**config.mk**
```make
export PLATFORM = sky130hd
export DESIGN_NAME = apollo_spi_responder
export DESIGN_NICKNAME = d
export VERILOG_FILES = /design/src/rtl/apollo_spi_responder.sv
export SDC_FILE = /design/constraint.sdc
export NUM_CORES = 1
export LEC_CHECK = 0
export CORE_ASPECT_RATIO = 1.4
export CORE_UTILIZATION = 54
export DETAILED_ROUTE_END_ITERATION = 6
export GPL_TIMING_DRIVEN = 0
export PLACE_DENSITY_LB_ADDON = 0.12
export REMOVE_ABC_BUFFERS = 1
export SLEW_MARGIN = 20
export SYNTH_ARGS = -nofsm -noshare
export SYNTH_HDL_FRONTEND = slang
export SYNTH_SLANG_ARGS = --single-unit
```
**constraint.sdc**
```tcl
create_clock -name clock -period 2.5 [get_ports clock]
set_clock_uncertainty 0.15 [all_clocks]
set_input_delay 0.25 -clock clock [delete_from_list [all_inputs] [get_ports clock]]
set_output_delay 0.25 -clock clock [all_outputs]
set_load 0.05 [all_outputs]
```
**src/rtl/apollo_spi_responder.sv**
```systemverilog
// apollo_spi_responder
// Responder end of the Apollo filter/tuner SPI link, used as an on-FPGA
// Apollo emulator and as the loopback target for link bring-up.
// Each frame is five octets. ss goes high between octets. Every octet is
// echoed back one octet later. Octets 0..3 form a 32-bit command, which is
// executed one clock after the fifth octet.
//
// Ports
//   clock, reset         system clock, synchronous active-high reset
//   apollo_reset_n       host reset of the emulated uC (active low)
//   ss, sck, mosi        SPI from host (asynchronous, synchronised here)
//   miso                 SPI to host, inverted
//   status               ready / status-changed flag
//   tune_done            one-clock pulse from tuner logic
//   freq_word            last SET_FREQ frequency field
//   filter_en            filter enable from SET_FREQ
//   tuner_en             tuner enable from SET_FREQ
//   freq_valid           one-clock pulse when SET_FREQ is applied
//   pa_bias              PTT / PA bias enable
//   tuning               tuning cycle active
module apollo_spi_responder #(
    parameter int         CLOCK_HZ    = 1000000,
    parameter int         GAP_TIMEOUT = 4095,
    parameter int         READY_DELAY = 64,
    parameter logic [7:0] VERSION     = 8'h01
) (
    input  logic        clock,
    input  logic        reset,
    input  logic        apollo_reset_n,
    input  logic        ss,
    input  logic        sck,
    input  logic        mosi,
    output logic        miso,
    output logic        status,
    input  logic        tune_done,
    output logic [21:0] freq_word,
    output logic        filter_en,
    output logic        tuner_en,
    output logic        freq_valid,
    output logic        pa_bias,
    output logic        tuning
);

    localparam int TICK_MAX = CLOCK_HZ / 1000 - 1;
    localparam int PRE_W    = $clog2(CLOCK_HZ / 1000 + 1);
    localparam int GAP_W    = $clog2(GAP_TIMEOUT + 1);
    localparam int READY_W  = $clog2(READY_DELAY + 1);

    typedef enum logic [2:0] {
        FR_OCT0, FR_OCT1, FR_OCT2, FR_OCT3, FR_OCT4
    } frameState_t;

    logic [1:0]   r_ssSync, r_sckSync, r_mosiSync;
    logic         r_ssPrev, r_sckPrev;
    logic [7:0]   r_rxByte, r_txShift, r_lastRx;
    logic [3:0]   r_bitCnt;
    logic         r_miso, r_exec;
    frameState_t  r_frame;
    logic [31:0]  r_cmd;
    logic [GAP_W-1:0]   r_gapCnt;
    logic [PRE_W-1:0]   r_preCnt;
    logic [READY_W-1:0] r_readyCnt;
    logic [23:0]  r_pttTimer;
    logic [21:0]  r_freqWord;
    logic         r_status, r_filterEn, r_tunerEn, r_freqValid;
    logic         r_paBias, r_tuning, r_verPending;

    logic        w_rst, w_ssFall, w_ssRise, w_sckRise, w_sckFall;
    logic        w_tick, w_wdExpire, w_readySet, w_tuneDoneSet, w_statusSet;
    logic [7:0]  w_op, w_txByte;

    assign w_rst     = reset | ~apollo_reset_n;
    assign w_ssFall  = r_ssPrev & ~r_ssSync[1];
    assign w_ssRise  = ~r_ssPrev & r_ssSync[1];
    assign w_sckRise = ~r_sckPrev & r_sckSync[1] & ~r_ssSync[1];
    assign w_sckFall = r_sckPrev & ~r_sckSync[1] & ~r_ssSync[1];

    // Octet 0 carries the status byte, or the version byte once after
    // GET_VERSION. Later octets echo the previous received octet.
    assign w_txByte = (r_frame == FR_OCT0)
                      ? (r_verPending ? VERSION : {7'd0, r_status})
                      : r_lastRx;

    assign w_op          = r_cmd[31:24];
    assign w_tick        = (r_preCnt == PRE_W'(TICK_MAX));
    assign w_wdExpire    = w_tick & (r_pttTimer == 24'd1) & r_paBias
                           & ~(r_exec & ((w_op == 8'd2) | (w_op == 8'd3)));
    assign w_readySet    = (r_readyCnt == READY_W'(READY_DELAY - 1));
    // If an abort executes in the same clock as tune_done, the abort wins.
    assign w_tuneDoneSet = tune_done & r_tuning & ~(r_exec & (w_op == 8'd5));
    assign w_statusSet   = w_readySet | w_tuneDoneSet | w_wdExpire;

    assign miso       = r_miso;
    assign status     = r_status;
    assign freq_word  = r_freqWord;
    assign filter_en  = r_filterEn;
    assign tuner_en   = r_tunerEn;
    assign freq_valid = r_freqValid;
    assign pa_bias    = r_paBias;
    assign tuning     = r_tuning;

    // Two-flop synchronisers for the SPI pins, plus previous-value flops
    // used for edge detection.
    always_ff @(posedge clock) begin
        if (w_rst) begin
            r_ssSync   <= 2'b11;
            r_sckSync  <= 2'b00;
            r_mosiSync <= 2'b00;
            r_ssPrev   <= 1'b1;
            r_sckPrev  <= 1'b0;
        end else begin
            r_ssSync   <= {r_ssSync[0], ss};
            r_sckSync  <= {r_sckSync[0], sck};
            r_mosiSync <= {r_mosiSync[0], mosi};
            r_ssPrev   <= r_ssSync[1];
            r_sckPrev  <= r_sckSync[1];
        end
    end

    // This block handles bit shifting, octet framing and the frame-gap timeout.
    // The bit count saturates at 9, so an over-long octet is treated like a
    // runt instead of wrapping back to a valid count.
    always_ff @(posedge clock) begin
        if (w_rst) begin
            r_rxByte  <= 8'd0;
            r_txShift <= 8'd0;
            r_lastRx  <= 8'd0;
            r_bitCnt  <= 4'd0;
            r_miso    <= 1'b1;
            r_exec    <= 1'b0;
            r_frame   <= FR_OCT0;
            r_cmd     <= 32'd0;
            r_gapCnt  <= '0;
        end else begin
            r_exec <= 1'b0;
            if (w_ssFall) begin
                r_txShift <= {w_txByte[6:0], 1'b0};
                r_miso    <= ~w_txByte[7];
            end else if (w_sckFall) begin
                r_txShift <= {r_txShift[6:0], 1'b0};
                r_miso    <= ~r_txShift[7];
            end
            if (w_sckRise) begin
                r_rxByte <= {r_rxByte[6:0], r_mosiSync[1]};
                if (r_bitCnt != 4'd9) r_bitCnt <= r_bitCnt + 4'd1;
            end
            if (w_ssRise) begin
                r_bitCnt <= 4'd0;
                r_miso   <= 1'b1;
                if (r_bitCnt == 4'd8) begin
                    r_lastRx <= r_rxByte;
                    if (r_frame == FR_OCT4) begin
                        r_frame <= FR_OCT0;
                        r_exec  <= 1'b1;
                    end else begin
                        r_cmd   <= {r_cmd[23:0], r_rxByte};
                        r_frame <= frameState_t'(r_frame + 3'd1);
                    end
                end else if (r_bitCnt != 4'd0) begin
                    r_frame <= FR_OCT0;
                end
            end
            if (r_ssSync[1] && (r_frame != FR_OCT0)) begin
                if (r_gapCnt == GAP_W'(GAP_TIMEOUT - 1)) begin
                    r_frame  <= FR_OCT0;
                    r_gapCnt <= '0;
                end else begin
                    r_gapCnt <= r_gapCnt + 1'b1;
                end
            end else begin
                r_gapCnt <= '0;
            end
        end
    end

    // This block handles command execution, the PTT watchdog, the ready delay
    // and status. When a set event and GET_STATUS happen in the same clock,
    // the set event wins.
    always_ff @(posedge clock) begin
        if (w_rst) begin
            r_preCnt     <= '0;
            r_readyCnt   <= '0;
            r_pttTimer   <= 24'd0;
            r_freqWord   <= 22'd0;
            r_status     <= 1'b0;
            r_filterEn   <= 1'b0;
            r_tunerEn    <= 1'b0;
            r_freqValid  <= 1'b0;
            r_paBias     <= 1'b0;
            r_tuning     <= 1'b0;
            r_verPending <= 1'b0;
        end else begin
            r_freqValid <= 1'b0;
            r_preCnt    <= w_tick ? '0 : r_preCnt + 1'b1;
            if (r_readyCnt != READY_W'(READY_DELAY)) r_readyCnt <= r_readyCnt + 1'b1;
            if (w_tick && (r_pttTimer != 24'd0)) r_pttTimer <= r_pttTimer - 24'd1;
            if (w_wdExpire) r_paBias <= 1'b0;
            if (w_tuneDoneSet) r_tuning <= 1'b0;
            if (w_ssFall && (r_frame == FR_OCT0)) r_verPending <= 1'b0;
            if (r_exec) begin
                case (w_op)
                    8'd1: begin
                        r_filterEn  <= r_cmd[23];
                        r_tunerEn   <= r_cmd[22];
                        r_freqWord  <= r_cmd[21:0];
                        r_freqValid <= 1'b1;
                    end
                    8'd2: begin
                        r_paBias   <= 1'b1;
                        r_pttTimer <= (r_cmd[23:0] == 24'd0) ? 24'd1 : r_cmd[23:0];
                    end
                    8'd3: begin
                        r_paBias   <= 1'b0;
                        r_pttTimer <= 24'd0;
                    end
                    8'd4: if (r_tunerEn) r_tuning <= 1'b1;
                    8'd5: r_tuning <= 1'b0;
                    8'd7: r_verPending <= 1'b1;
                    default: ;
                endcase
            end
            if (w_statusSet) r_status <= 1'b1;
            else if (r_exec && (w_op == 8'd6)) r_status <= 1'b0;
        end
    end

endmodule

```
## After elaboration in Yosys (flattened, before gate mapping)

Cells that the tools add are included.

| operators by class | value |
|---|---|
| divide/modulo/power cells | 0 |
| shifts and indexed selects | 0 |
| order comparisons | 0 |
| reductions and logical operators | 20 |
| bitwise logic cells | 31 |
| add/sub/neg operators | 6 |
| multipliers | 0 |
| equality and inequality tests | 15 |
| muxes and demuxes | 30 |

Operator list:

| cell | count |
|---|---|
| 24-bit 2-to-1 mux | 3 |
| 24-bit case mux with 2 select lines | 1 |
| 8-bit by 3-bit == test with 1-bit output, second input constant | 4 |
| 24-bit by 1-bit == test with 1-bit output, second input constant | 1 |
| 24-bit zero test | 1 |
| 8-bit 2-to-1 mux | 3 |
| 24-bit nonzero test | 1 |
| 24-bit by 1-bit subtractor with 24-bit output, second input constant | 1 |
| 3-bit 2-to-1 mux | 6 |
| 8-bit by 2-bit == test with 1-bit output, second input constant | 2 |
| 1-bit 2-to-1 mux | 15 |
| 1-bit NOT | 14 |
| 1-bit AND | 13 |
| 12-bit by 1-bit adder with 12-bit output, second input constant | 1 |
| 12-bit == test, second input constant | 1 |
| 10-bit by 1-bit adder with 10-bit output, second input constant | 1 |
| 10-bit == test, second input constant | 1 |
| 8-bit by 1-bit == test with 1-bit output, second input constant | 1 |
| 7-bit by 1-bit adder with 7-bit output, second input constant | 1 |
| 7-bit by 6-bit == test with 1-bit output, second input constant | 1 |
| 7-bit inequality test, second input constant | 1 |
| 2-bit AND reduction | 3 |
| 2-bit OR reduction | 3 |
| 3-bit OR reduction | 2 |
| other kinds (13) | 21 |

| storage, ports and cells | value |
|---|---|
| flip-flop bits (word level) | 154 |
| bits in latches | 0 |
| output and inout bits | 29 |
| bits in writable memories | 0 |
| memory bits (read-only) | 0 |
| input bits | 7 |
| memories | 0 |
| logic and storage cells | 127 |

## Logic depth before layout (Yosys ltp)

Gate-level depths: netlist (run 1).

| depth | value |
|---|---|
| depth after elaboration | 8 |
| gate-level depth with buffers | 8 |
| mapped depth without buffers | 7 |

## Least setup slack after synthesis (run 1)

Ideal clock, no wire load.

| path | value |
|---|---|
| kind | register -> register |
| from | register r_pttTimer[15] |
| to | register r_pttTimer[3] |
| setup time | 0.128 ns |
| path buffers | 2 |
| data arrival time | 2.095 ns |
| slack | 0.127 ns |
| stages on the path, launching flop included | 8 |
| clock period less this slack | 2.373 ns |
| required time | 2.222 ns |
| cell sequence | dfxtp_1 -> or4_4 -> buf_6 -> or4_4 -> buf_6 -> o211ai_1 -> xor2_1 -> o21ai_1 |

| between the ends | value |
|---|---|
| cells in the longest elaborated chain, start to end | 5 |

RTL lines:

| what | line | source |
|---|---|---|
| start: declaration | 63 | `logic [23:0] r_pttTimer;` |
| start signal: assignment | 196 | `if (w_tick && (r_pttTimer != 24'd0)) r_pttTimer <= r_pttTimer - 24'd1;` |
| start signal: assignment | 210 | `r_pttTimer <= (r_cmd[23:0] == 24'd0) ? 24'd1 : r_cmd[23:0];` |
| 24-bit nonzero test * | 196 |  |
| 1-bit logical AND * | 196 |  |
| 24-bit 2-to-1 mux * | 196 |  |
| 24-bit case mux with 2 select lines | 201 | `case (w_op)` |
| 24-bit 2-to-1 mux * | 200 | `if (r_exec) begin` |

Every way passes the cells marked *; elsewhere a longest branch is shown, timed or not.
A chain may end at the register's enable or synchronous reset.

## Worst setup path in the final report (run 1)

| path | value |
|---|---|
| from | register r_pttTimer[15] |
| to | register r_pttTimer[9] |

Same word-level chain as after synthesis.

==> impl_metrics.tcl, run 1 <==
set metrics [dict create \
    slowest_stage "or4_4" \
    grt_util_all_layers_pct 24.1 \
    yosysTopAreaCell "dfxtp_1" \
    fin_util_pct 64.5 \
    seq_area_frac_synth_pct 47.5 \
    p_leak_nw 2.48 \
    hold_viol_final 0 \
    antenna_found_initial 0 \
    top_level_ports 36 \
    clock_sinks 154 \
    gp_congestion 0.853 \
    dieWidth_um 94.6 \
    start_util_pct 55.1 \
    placementRows 47 \
    p_sw_mw 1.10 \
    synthToLayoutAreaGrowth_pct 16.9 \
    slew_headroom_pct 32.1 \
    port-buffer-count 35 \
    vdd_ir_drop_max_uv 525 \
    reg2reg_slack_ns 0.07 \
    p_comb_share_pct 1.5 \
    synth_common_cells "175 x nand2_1, 154 x dfxtp_1, 84 x a21oi_1, 63 x nor2_1, 32 x clkbuf_1" \
    crit_chain "or4_4 > or4_4 > o2111ai_2 > xor2_1 > o21ai_1" \
    fin_crit_ns 2.43 \
    dp_hpwl_um 10300 \
    cp.arrival_ns 2.57 \
    ctsHoldBuffers 0 \
    startpoint_type "register" \
    cts_max_level 4 \
    drt-pass1-iter-count 5 \
    drt_first_iter_violations 323 \
    path_buf_inv 0 \
    insertion_delay_ns 0.42 \
    avgSynthCellArea_um2 8.31 \
    synth.area.top_cells "dfxtp_1 48%, nand2_1 10%, a21oi_1 6.5%, nor2_1 3.6%, xor2_1 3.2%" \
    cts_root_buf "clkbuf_16" \
    placed_area_um2 6950 \
    synth_cell_types 57 \
    drive_gt1_share_pct 7.83 \
    grt_overflow_total 0 \
    syn_area_um2 6480 \
    finalNetCount 824 \
    cts_tree "built" \
    finalMaxSlewViolations 0 \
    drc 0 \
    path_clk_slew_ns 0.06 \
    synthCells 780 \
    status "complete, no violations" \
    nFillCells 1042 \
    p_seq_share_pct 49.2 \
    critPathCaptureType "register" \
    highest_layer "met4" \
    antennaDiodeCount 0 \
    finalInstanceArea_um2 7580 \
    hp-class "input pin to register" \
    routed_via_density 5.61 \
    tightest_slew_ns 1.02 \
    period_share_pct 97.3 \
    power.share.clock_pct 49.2 \
    grt_pass1_vias 5056 \
    async_flop_share_pct 0 \
    finalSetupViolations 0 \
    grt_pass1_wl_um 23700 \
    wl_per_cell_um 15.2 \
    crit_top_cell "or4_4" \
    critical_path.max_fanout 11 \
    met3_length_um 566 \
    synth-seq-cells 154 \
    die_height_um 132 \
    fmax_mhz 411 \
    wl_met1_um 5800 \
    drv_cap 0 \
    synth.most_common_cell "nand2_1" \
    crit_type "register to register" \
    grt_max_degree 59 \
    num_vias 5412 \
    clockBufferDepth 2 \
    ys.flop_type "dfxtp_1" \
    grt_setup_unrepaired "false" \
    met2_length_um 7940 \
    drt.antenna.violating_nets 0 \
    core_area_um2 11800 \
    synth_edf_count 0 \
    drt-total-wl_um 14600 \
    cp.required_ns 2.64 \
    synth_top_area_share_pct 47.5 \
    whs_ns 0.238 \
    p_int_mw 3.91 \
    slowest_delay_ns 0.68 \
    cellPowerDensity_nw_per_um2 661 \
    netSwitchingFraction_pct 21.9 \
    path_delay_family "simple AND/OR/NAND/NOR gates" \
    ys_warn_count 0 \
    dieArea_um2 12500 \
    cts_buffers 17 \
]
registers in the layout (all words and copies together), names as in the netlist, 3 cells and up:
signal      cells
freq_word      22
r_preCnt       10
r_pttTimer     24
r_frame         3
r_txShift       7
r_gapCnt       12
r_lastRx        8
r_readyCnt      7
r_rxByte        8
r_cmd          32
r_bitCnt        4
through the flow:
step                      setup WS (ns)  power, mW  TNS [ns]  std cells
final                            0.0686       5.01         0        964
after CTS                        0.0257       5.04         0        963
after detailed placement         -0.213       2.60     -4.34        929
after global placement            -4.05       2.59   -196.97        924
after global routing             0.0107       5.15         0        964
after floorplan                   -1.86       2.56    -47.65        742
worst register-to-register path: stages (launching register included):
cell	delay (ns)
dfxtp_1	0.35
or4_4	0.60
or4_4	0.68
o2111ai_2	0.26
xor2_1	0.20
o21ai_1	0.07
metal layers:
metal	vias up	GRT usage (%)
li1	2719	-
met1	2553	26.9
met2	116	43.8
met3	24	5.32
met4	0	8.33
met5	-	0
path summary, 6_finish.rpt:
check                                               start                        to  depth (start not counted)
worst max register to register  r_pttTimer[15]$_SDFF_PP0_  r_pttTimer[9]$_SDFF_PP0_                          5
worst min-delay path                                 mosi  r_mosiSync[0]$_SDFF_PP0_                          2
worst min register to register    r_sckSync[0]$_SDFF_PP0_   r_sckSync[1]$_SDFF_PP0_                          1
worst max-delay path            r_pttTimer[15]$_SDFF_PP0_  r_pttTimer[9]$_SDFF_PP0_                          5
what timing repair did:
item | in CTS | in global routing
endpoints found under the setup margin | 42 | 50
pin swaps | 1 | 1
resized for setup | 1 | 4
hold endpoints to repair | 0 | 0
buffers inserted | 2 | 1
cell usage in the layout (no fill, tap or decap), types with 3 or more instances in the layout:
cell type	netlist	routed
clkinv_4	0	3
xnor2_1	21	21
o211ai_2	6	6
and3_1	8	7
nand3_1	22	20
clkdlybuf4s50_1	0	35
dfxtp_1	154	154
inv_6	0	3
buf_4	0	3
and2_1	4	4
nor2b_1	7	7
inv_1	16	16
nand2_1	175	175
o21ai_0	5	5
xor2_1	24	24
and4_1	6	6
o21a_1	4	4
nor2_1	63	63
nor3_1	16	15
nand2b_1	10	9
nor4_1	13	13
clkinv_2	0	4
a21oi_1	84	83
nand4_1	11	11
o21ai_1	20	20
a211oi_1	7	7
or3_1	5	5
ha_1	13	13
clkbuf_16	0	17
a22oi_1	8	8
or4_1	4	4
power groups by stage:
stage / Sequential (mW) / Clock [mW] / Combinational, mW
floorplan: 2.52 / 0 / 0.0445
global placement: 2.52 / 0 / 0.0711
detailed placement: 2.52 / 0 / 0.0778
CTS: 2.47 / 2.50 / 0.0779
global route: 2.47 / 2.60 / 0.0856
finish: 2.47 / 2.47 / 0.0776
cells by family (layout without fill, tap and decap cells):
kind of cell	count (synthesis)	after routing	synth area share, %
adder cells (fa/ha/maj)	13	13	2.51
XOR/XNOR	45	45	6.08
buffers and inverters	55	92	3.43
flip-flops	154	154	47.5
AND/OR/NAND/NOR	360	360	26.0
multiplexers	1	1	0.154
AO/OA/AOI/OAI	152	152	14.3
area by class of cell:
cell class | instances | area [µm²] | share of cell area [%]
Inverter | 17 | 63.8 | 0.842
Sequential cell | 154 | 3080 | 40.7
Clock buffer | 19 | 453 | 5.97
Tap cell | 147 | 184 | 2.43
Timing Repair Buffer | 43 | 442 | 5.83
Clock inverter | 13 | 118 | 1.55
Multi-Input combinational cell | 571 | 3240 | 42.7
Power figures use the tool's default switching activity.
==> run 2, diff against run 1 <==
Settings changed: SLEW_MARGIN 20 to default.
==> run 2 against run 1 <==
  * Clock power up 4%
  * Global-route usage rose by 0.68 points
  * Power grew 2.0%
  * Critical endpoint unchanged
  * Cell area is 0.35% higher
  * Highest routed layer unchanged
  * Combinational power grew 2%
==> impl_metrics.tcl, run 2 (same netlist as run 1, synthesis figures left out) <==
set metrics [dict create \
    status "complete, no violations" \
    drt-total-wl_um 14700 \
    critPathCaptureType "register" \
    slowest_delay_ns 0.69 \
    grt_util_all_layers_pct 24.8 \
    reg2reg_slack_ns 0.07 \
    routed_via_density 5.62 \
    p_leak_nw 2.49 \
    start_util_pct 55.1 \
    final_cell_mix "175 x nand2_1, 154 x dfxtp_1, 83 x a21oi_1, 63 x nor2_1, 35 x clkdlybuf4s50_1" \
    met2_length_um 7960 \
    period_share_pct 97.3 \
    clockBufferDepth 2 \
    dieWidth_um 94.6 \
    p_seq_share_pct 48.2 \
    dp.cells 929 \
    top_level_ports 36 \
    critical_path.max_fanout 11 \
    gp_congestion 0.853 \
    drv_cap 0 \
    highest_layer "met4" \
    drc 0 \
    cp.arrival_ns 2.58 \
    wl_met1_um 5950 \
    num_vias 5428 \
    antennaDiodeCount 0 \
    slowest_stage "or4_4" \
    dp_hpwl_um 10300 \
    final_common_cell "nand2_1" \
    regMostFlops "r_cmd" \
    finalSetupViolations 0 \
    grt_setup_unrepaired "true" \
    drt.antenna.violating_nets 0 \
    cp.required_ns 2.65 \
    path_delay_family "simple AND/OR/NAND/NOR gates" \
    crit_top_cell "or4_4" \
    grt_pass1_wl_um 24300 \
    multiInputGateArea_um2 3240 \
    grt_max_degree 94 \
    nFillCells 1027 \
    placementRows 47 \
    drt-pass1-iter-count 5 \
    cts_root_buf "clkbuf_16" \
    p_comb_share_pct 1.6 \
    p_sw_mw 1.13 \
    crit_chain "or4_4 > or4_4 > o2111ai_2 > xor2_1 > o21ai_1" \
    hold_viol_final 0 \
    largest_register_ffs 32 \
    wl_per_cell_um 15.3 \
    port-buffer-count 35 \
    finalMaxSlewViolations 0 \
    antenna_found_initial 0 \
    path_clk_slew_ns 0.06 \
    grt_pass1_vias 5192 \
    finalNetCount 825 \
    drt_first_iter_violations 380 \
    regArea_um2 3080 \
    startpoint_type "register" \
    core_area_um2 11800 \
    synthToLayoutAreaGrowth_pct 17.3 \
    clock_sinks 154 \
    whs_ns 0.238 \
    cts_tree "built" \
    p_int_mw 3.98 \
    slew_headroom_pct 21.7 \
    tns_ns 0 \
    fmax_mhz 411 \
    netSwitchingFraction_pct 22.2 \
    die_height_um 132 \
    tightest_slew_ns 1.17 \
    final_cell_count_no_fill 965 \
    vdd_ir_drop_max_uv 477 \
    cellPowerDensity_nw_per_um2 672 \
    hp-class "input pin to register" \
    met3_length_um 476 \
    cts_buffers 17 \
    drive_gt1_share_pct 7.70 \
    power.share.clock_pct 50.2 \
    dieArea_um2 12500 \
    insertion_delay_ns 0.42 \
    crit_type "register to register" \
    ctsHoldBuffers 0 \
    cts_max_level 4 \
    fin_crit_ns 2.43 \
    grt_overflow_total 0 \
    path_buf_inv 0 \
]
## run 2: per-layer routing
metal	vias up	GRT usage, %
met5	-	0
met4	0	10.4
met3	28	5.67
met2	104	43.8
met1	2578	27.9
li1	2718	-
## run 2: worst paths after layout
kind / start / cells past startpoint / end
max: r_pttTimer[15]$_SDFF_PP0_ / 5 / r_pttTimer[9]$_SDFF_PP0_
min: mosi / 2 / r_mosiSync[0]$_SDFF_PP0_
max reg2reg: r_pttTimer[15]$_SDFF_PP0_ / 5 / r_pttTimer[9]$_SDFF_PP0_
min reg2reg: r_ssSync[0]$_SDFF_PP1_ / 1 / r_ssSync[1]$_SDFF_PP1_
## run 2: timing repair
item / in CTS / in global routing
buffers inserted: 2 / 2
pin swaps: 1 / 0
cloned: 0 / 0
setup endpoints to repair: 42 / 68
gates resized for setup: 1 / 5
## run 2: power by group through the flow
stage | combinational [mW] | clock, mW | sequential [mW]
floorplan | 0.0445 | 0 | 2.52
global placement | 0.0711 | 0 | 2.52
detailed placement | 0.0793 | 0 | 2.52
CTS | 0.0793 | 2.61 | 2.46
global route | 0.0870 | 2.73 | 2.46
finish | 0.0792 | 2.56 | 2.47
## run 2: area by class of cell
class                      count  area share (%)
multi-input combinational    571            42.5
tap                          147            2.42
clock buffer                  17            5.59
timing repair buffer          44            5.95
sequential                   154            40.5
inverter                      17           0.839
clock inverter                15            2.14
## run 2: stage by stage
stage          total power, mW  worst slack (ns)  util, %  instance area, µm²
2_1_floorplan             2.56             -1.86        -                6330
3_3_place_gp              2.59             -4.05     58.3                6860
3_5_place_dp              2.60            -0.217     59.1                6950
4_1_cts                   5.15            0.0423     64.3                7560
5_1_grt                   5.28         -0.000131     64.7                7610
6_report                  5.11            0.0678     64.7                7610
## run 2: worst register-to-register path, delay by kind of cell (launching register included)
kind             cells  cell delay (ns)
flip-flops           1             0.36
AO/OA/AOI/OAI        2             0.32
XOR/XNOR             1             0.19
AND/OR/NAND/NOR      2             1.29
==> run 3, diff against run 2 <==
Settings changed: CAP_MARGIN from default to 20.
==> run 3 against run 2 <==
  * Sequential share of layout area barely moved
  * First-iteration DRC count down 7.9%
  * Combinational power is essentially flat
  * Largest cell class unchanged
  * Setup slack lost 0.0031 ns
  * Non-clock buffer count grew 1
  * Maximum frequency down 0.13%
  * Sequential power is essentially flat
  * Global-route usage stayed put
  * Clock power hardly changed
  * Critical path type unchanged
  * Sequential cell count stayed put
  * Final cell count increased by 0.10%
==> impl_metrics.tcl, run 3 (same netlist as run 1, synthesis figures left out) <==
set metrics [dict create \
    critPathCaptureType "register" \
    vdd_ir_drop_max_uv 479 \
    path_clk_slew_ns 0.06 \
    p_seq_share_pct 48.3 \
    p_int_mw 3.98 \
    drc 0 \
    clockBufferDepth 2 \
    critical_path.max_fanout 11 \
    drt.antenna.violating_nets 0 \
    cts_root_buf "clkbuf_16" \
    regMostFlops "r_cmd" \
    reg2reg_depth 5 \
    finalMaxSlewViolations 0 \
    top_level_ports 36 \
    antennaDiodeCount 0 \
    drive_gt1_share_pct 7.81 \
    cts_buffers 17 \
    port-buffer-count 35 \
    antenna_found_initial 0 \
    largest_register_ffs 32 \
    worstSetupEndpoint "r_pttTimer[9]$_SDFF_PP0_" \
    num_vias 5411 \
    drt-pass1-iter-count 5 \
    finalNetCount 826 \
    nFillCells 1027 \
    drt-total-wl_um 14700 \
    start_util_pct 55.1 \
    p_leak_nw 2.49 \
    finalSetupViolations 0 \
    grt_pass1_wl_um 24300 \
    multiInputGateArea_um2 3240 \
    cp.arrival_ns 2.58 \
    grt_overflow_total 0 \
    regArea_um2 3080 \
    crit_start "r_pttTimer[15]$_SDFF_PP0_" \
    power.share.clock_pct 50.2 \
    dp_worst_setup_slack_ns -0.217 \
    wl_per_cell_um 15.2 \
    synthToLayoutAreaGrowth_pct 17.4 \
    drv_cap 0 \
    timing.rr.end "r_pttTimer[9]$_SDFF_PP0_" \
    dieWidth_um 94.6 \
    insertion_delay_ns 0.42 \
    tns_ns 0 \
    cp.required_ns 2.65 \
    fmax_mhz 411 \
    placementRows 47 \
    grt_setup_unrepaired "true" \
    hold_viol_final 0 \
    routed_via_density 5.60 \
    dp_hpwl_um 10300 \
    gp_congestion 0.853 \
    period_share_pct 97.4 \
    dieArea_um2 12500 \
    cellPowerDensity_nw_per_um2 671 \
    drt_first_iter_violations 350 \
    p_sw_mw 1.13 \
    hp-class "input pin to register" \
    fin_crit_ns 2.44 \
    netSwitchingFraction_pct 22.1 \
    crit_type "register to register" \
    reg2reg_slack_ns 0.06 \
    layout_setup_ws_ns 0.0648 \
    slew_headroom_pct 33.5 \
    tightest_slew_ns 0.995 \
    cts_max_level 4 \
    final_cell_mix "175 x nand2_1, 154 x dfxtp_1, 83 x a21oi_1, 63 x nor2_1, 35 x clkdlybuf4s50_1" \
    grt_pass1_vias 5192 \
    cts_tree "built" \
    finalPower_mw 5.11 \
    timing.rr.start "r_pttTimer[15]$_SDFF_PP0_" \
    grt_util_all_layers_pct 24.8 \
    p_comb_share_pct 1.6 \
    grt_max_degree 94 \
    die_height_um 132 \
    startpoint_type "register" \
    status "complete, no violations" \
    final_common_cell "nand2_1" \
    core_area_um2 11800 \
    clock_sinks 154 \
]
run 3: cell count changes in the layout (fill, tap and decap cells not counted):
cell and change:
buf_2 +1
run 3: layer usage:
| metal | wire length, µm | global-route usage, % |
|---|---|---|
| met5 | 0 | 0 |
| met4 | 360 | 10.4 |
| met3 | 424 | 5.67 |
| met2 | 8040 | 43.8 |
| met1 | 5880 | 27.9 |
run 3: power by group through the flow:
stage	Sequential [mW]	Clock [mW]	Combinational (mW)
floorplan	2.52	0	0.0445
global placement	2.52	0	0.0711
detailed placement	2.52	0	0.0793
CTS	2.46	2.61	0.0793
global route	2.46	2.73	0.0871
finish	2.47	2.56	0.0794
run 3: layout make-up:
class / instances / area share (%)
clock buffers: 17 / 5.59
repair buffers: 45 / 6.02
multi-input cells: 571 / 42.5
well taps: 147 / 2.42
inverters: 17 / 0.838
flip-flops and latches: 154 / 40.5
clock inverters: 15 / 2.14
run 3: metrics by stage:
stage / instance area (µm²) / hold WS [ns] / util, % / std cells
floorplan: 6330 / 0.201 / - / 742
global placement: 6860 / 0.245 / 58.3 / 924
detailed placement: 6950 / 0.250 / 59.1 / 929
finish: 7610 / 0.236 / 64.7 / 966
CTS: 7560 / 0.227 / 64.3 / 963
global route: 7610 / 0.231 / 64.7 / 966
run 3: worst max-delay path: stages, from the launching register on:
cell and delay, ns:
dfxtp_1 0.35, or4_4 0.60, or4_4 0.69, o2111ai_2 0.25, xor2_1 0.19, o21ai_1 0.07
run 3: worst min-delay path by stage:
stage	startpoint	depth (start not counted)	slack (ns)	to
after floorplan	ss	1	0.20	r_ssSync[0]$_SDFF_PP1_
after global placement	r_ssSync[0]$_SDFF_PP1_	1	0.24	r_ssSync[1]$_SDFF_PP1_
after detailed placement	r_ssSync[0]$_SDFF_PP1_	1	0.25	r_ssSync[1]$_SDFF_PP1_
after CTS	mosi	2	0.23	r_mosiSync[0]$_SDFF_PP0_
after global routing	sck	2	0.23	r_sckSync[0]$_SDFF_PP0_
final	mosi	2	0.24	r_mosiSync[0]$_SDFF_PP0_
run 3: timing repair:
action                     4_1_cts  5_1_grt
resized for setup                1        5
pin swaps                        1        0
setup endpoints to repair       42       68
hold buffers                     0        0
buffers inserted                 2        2
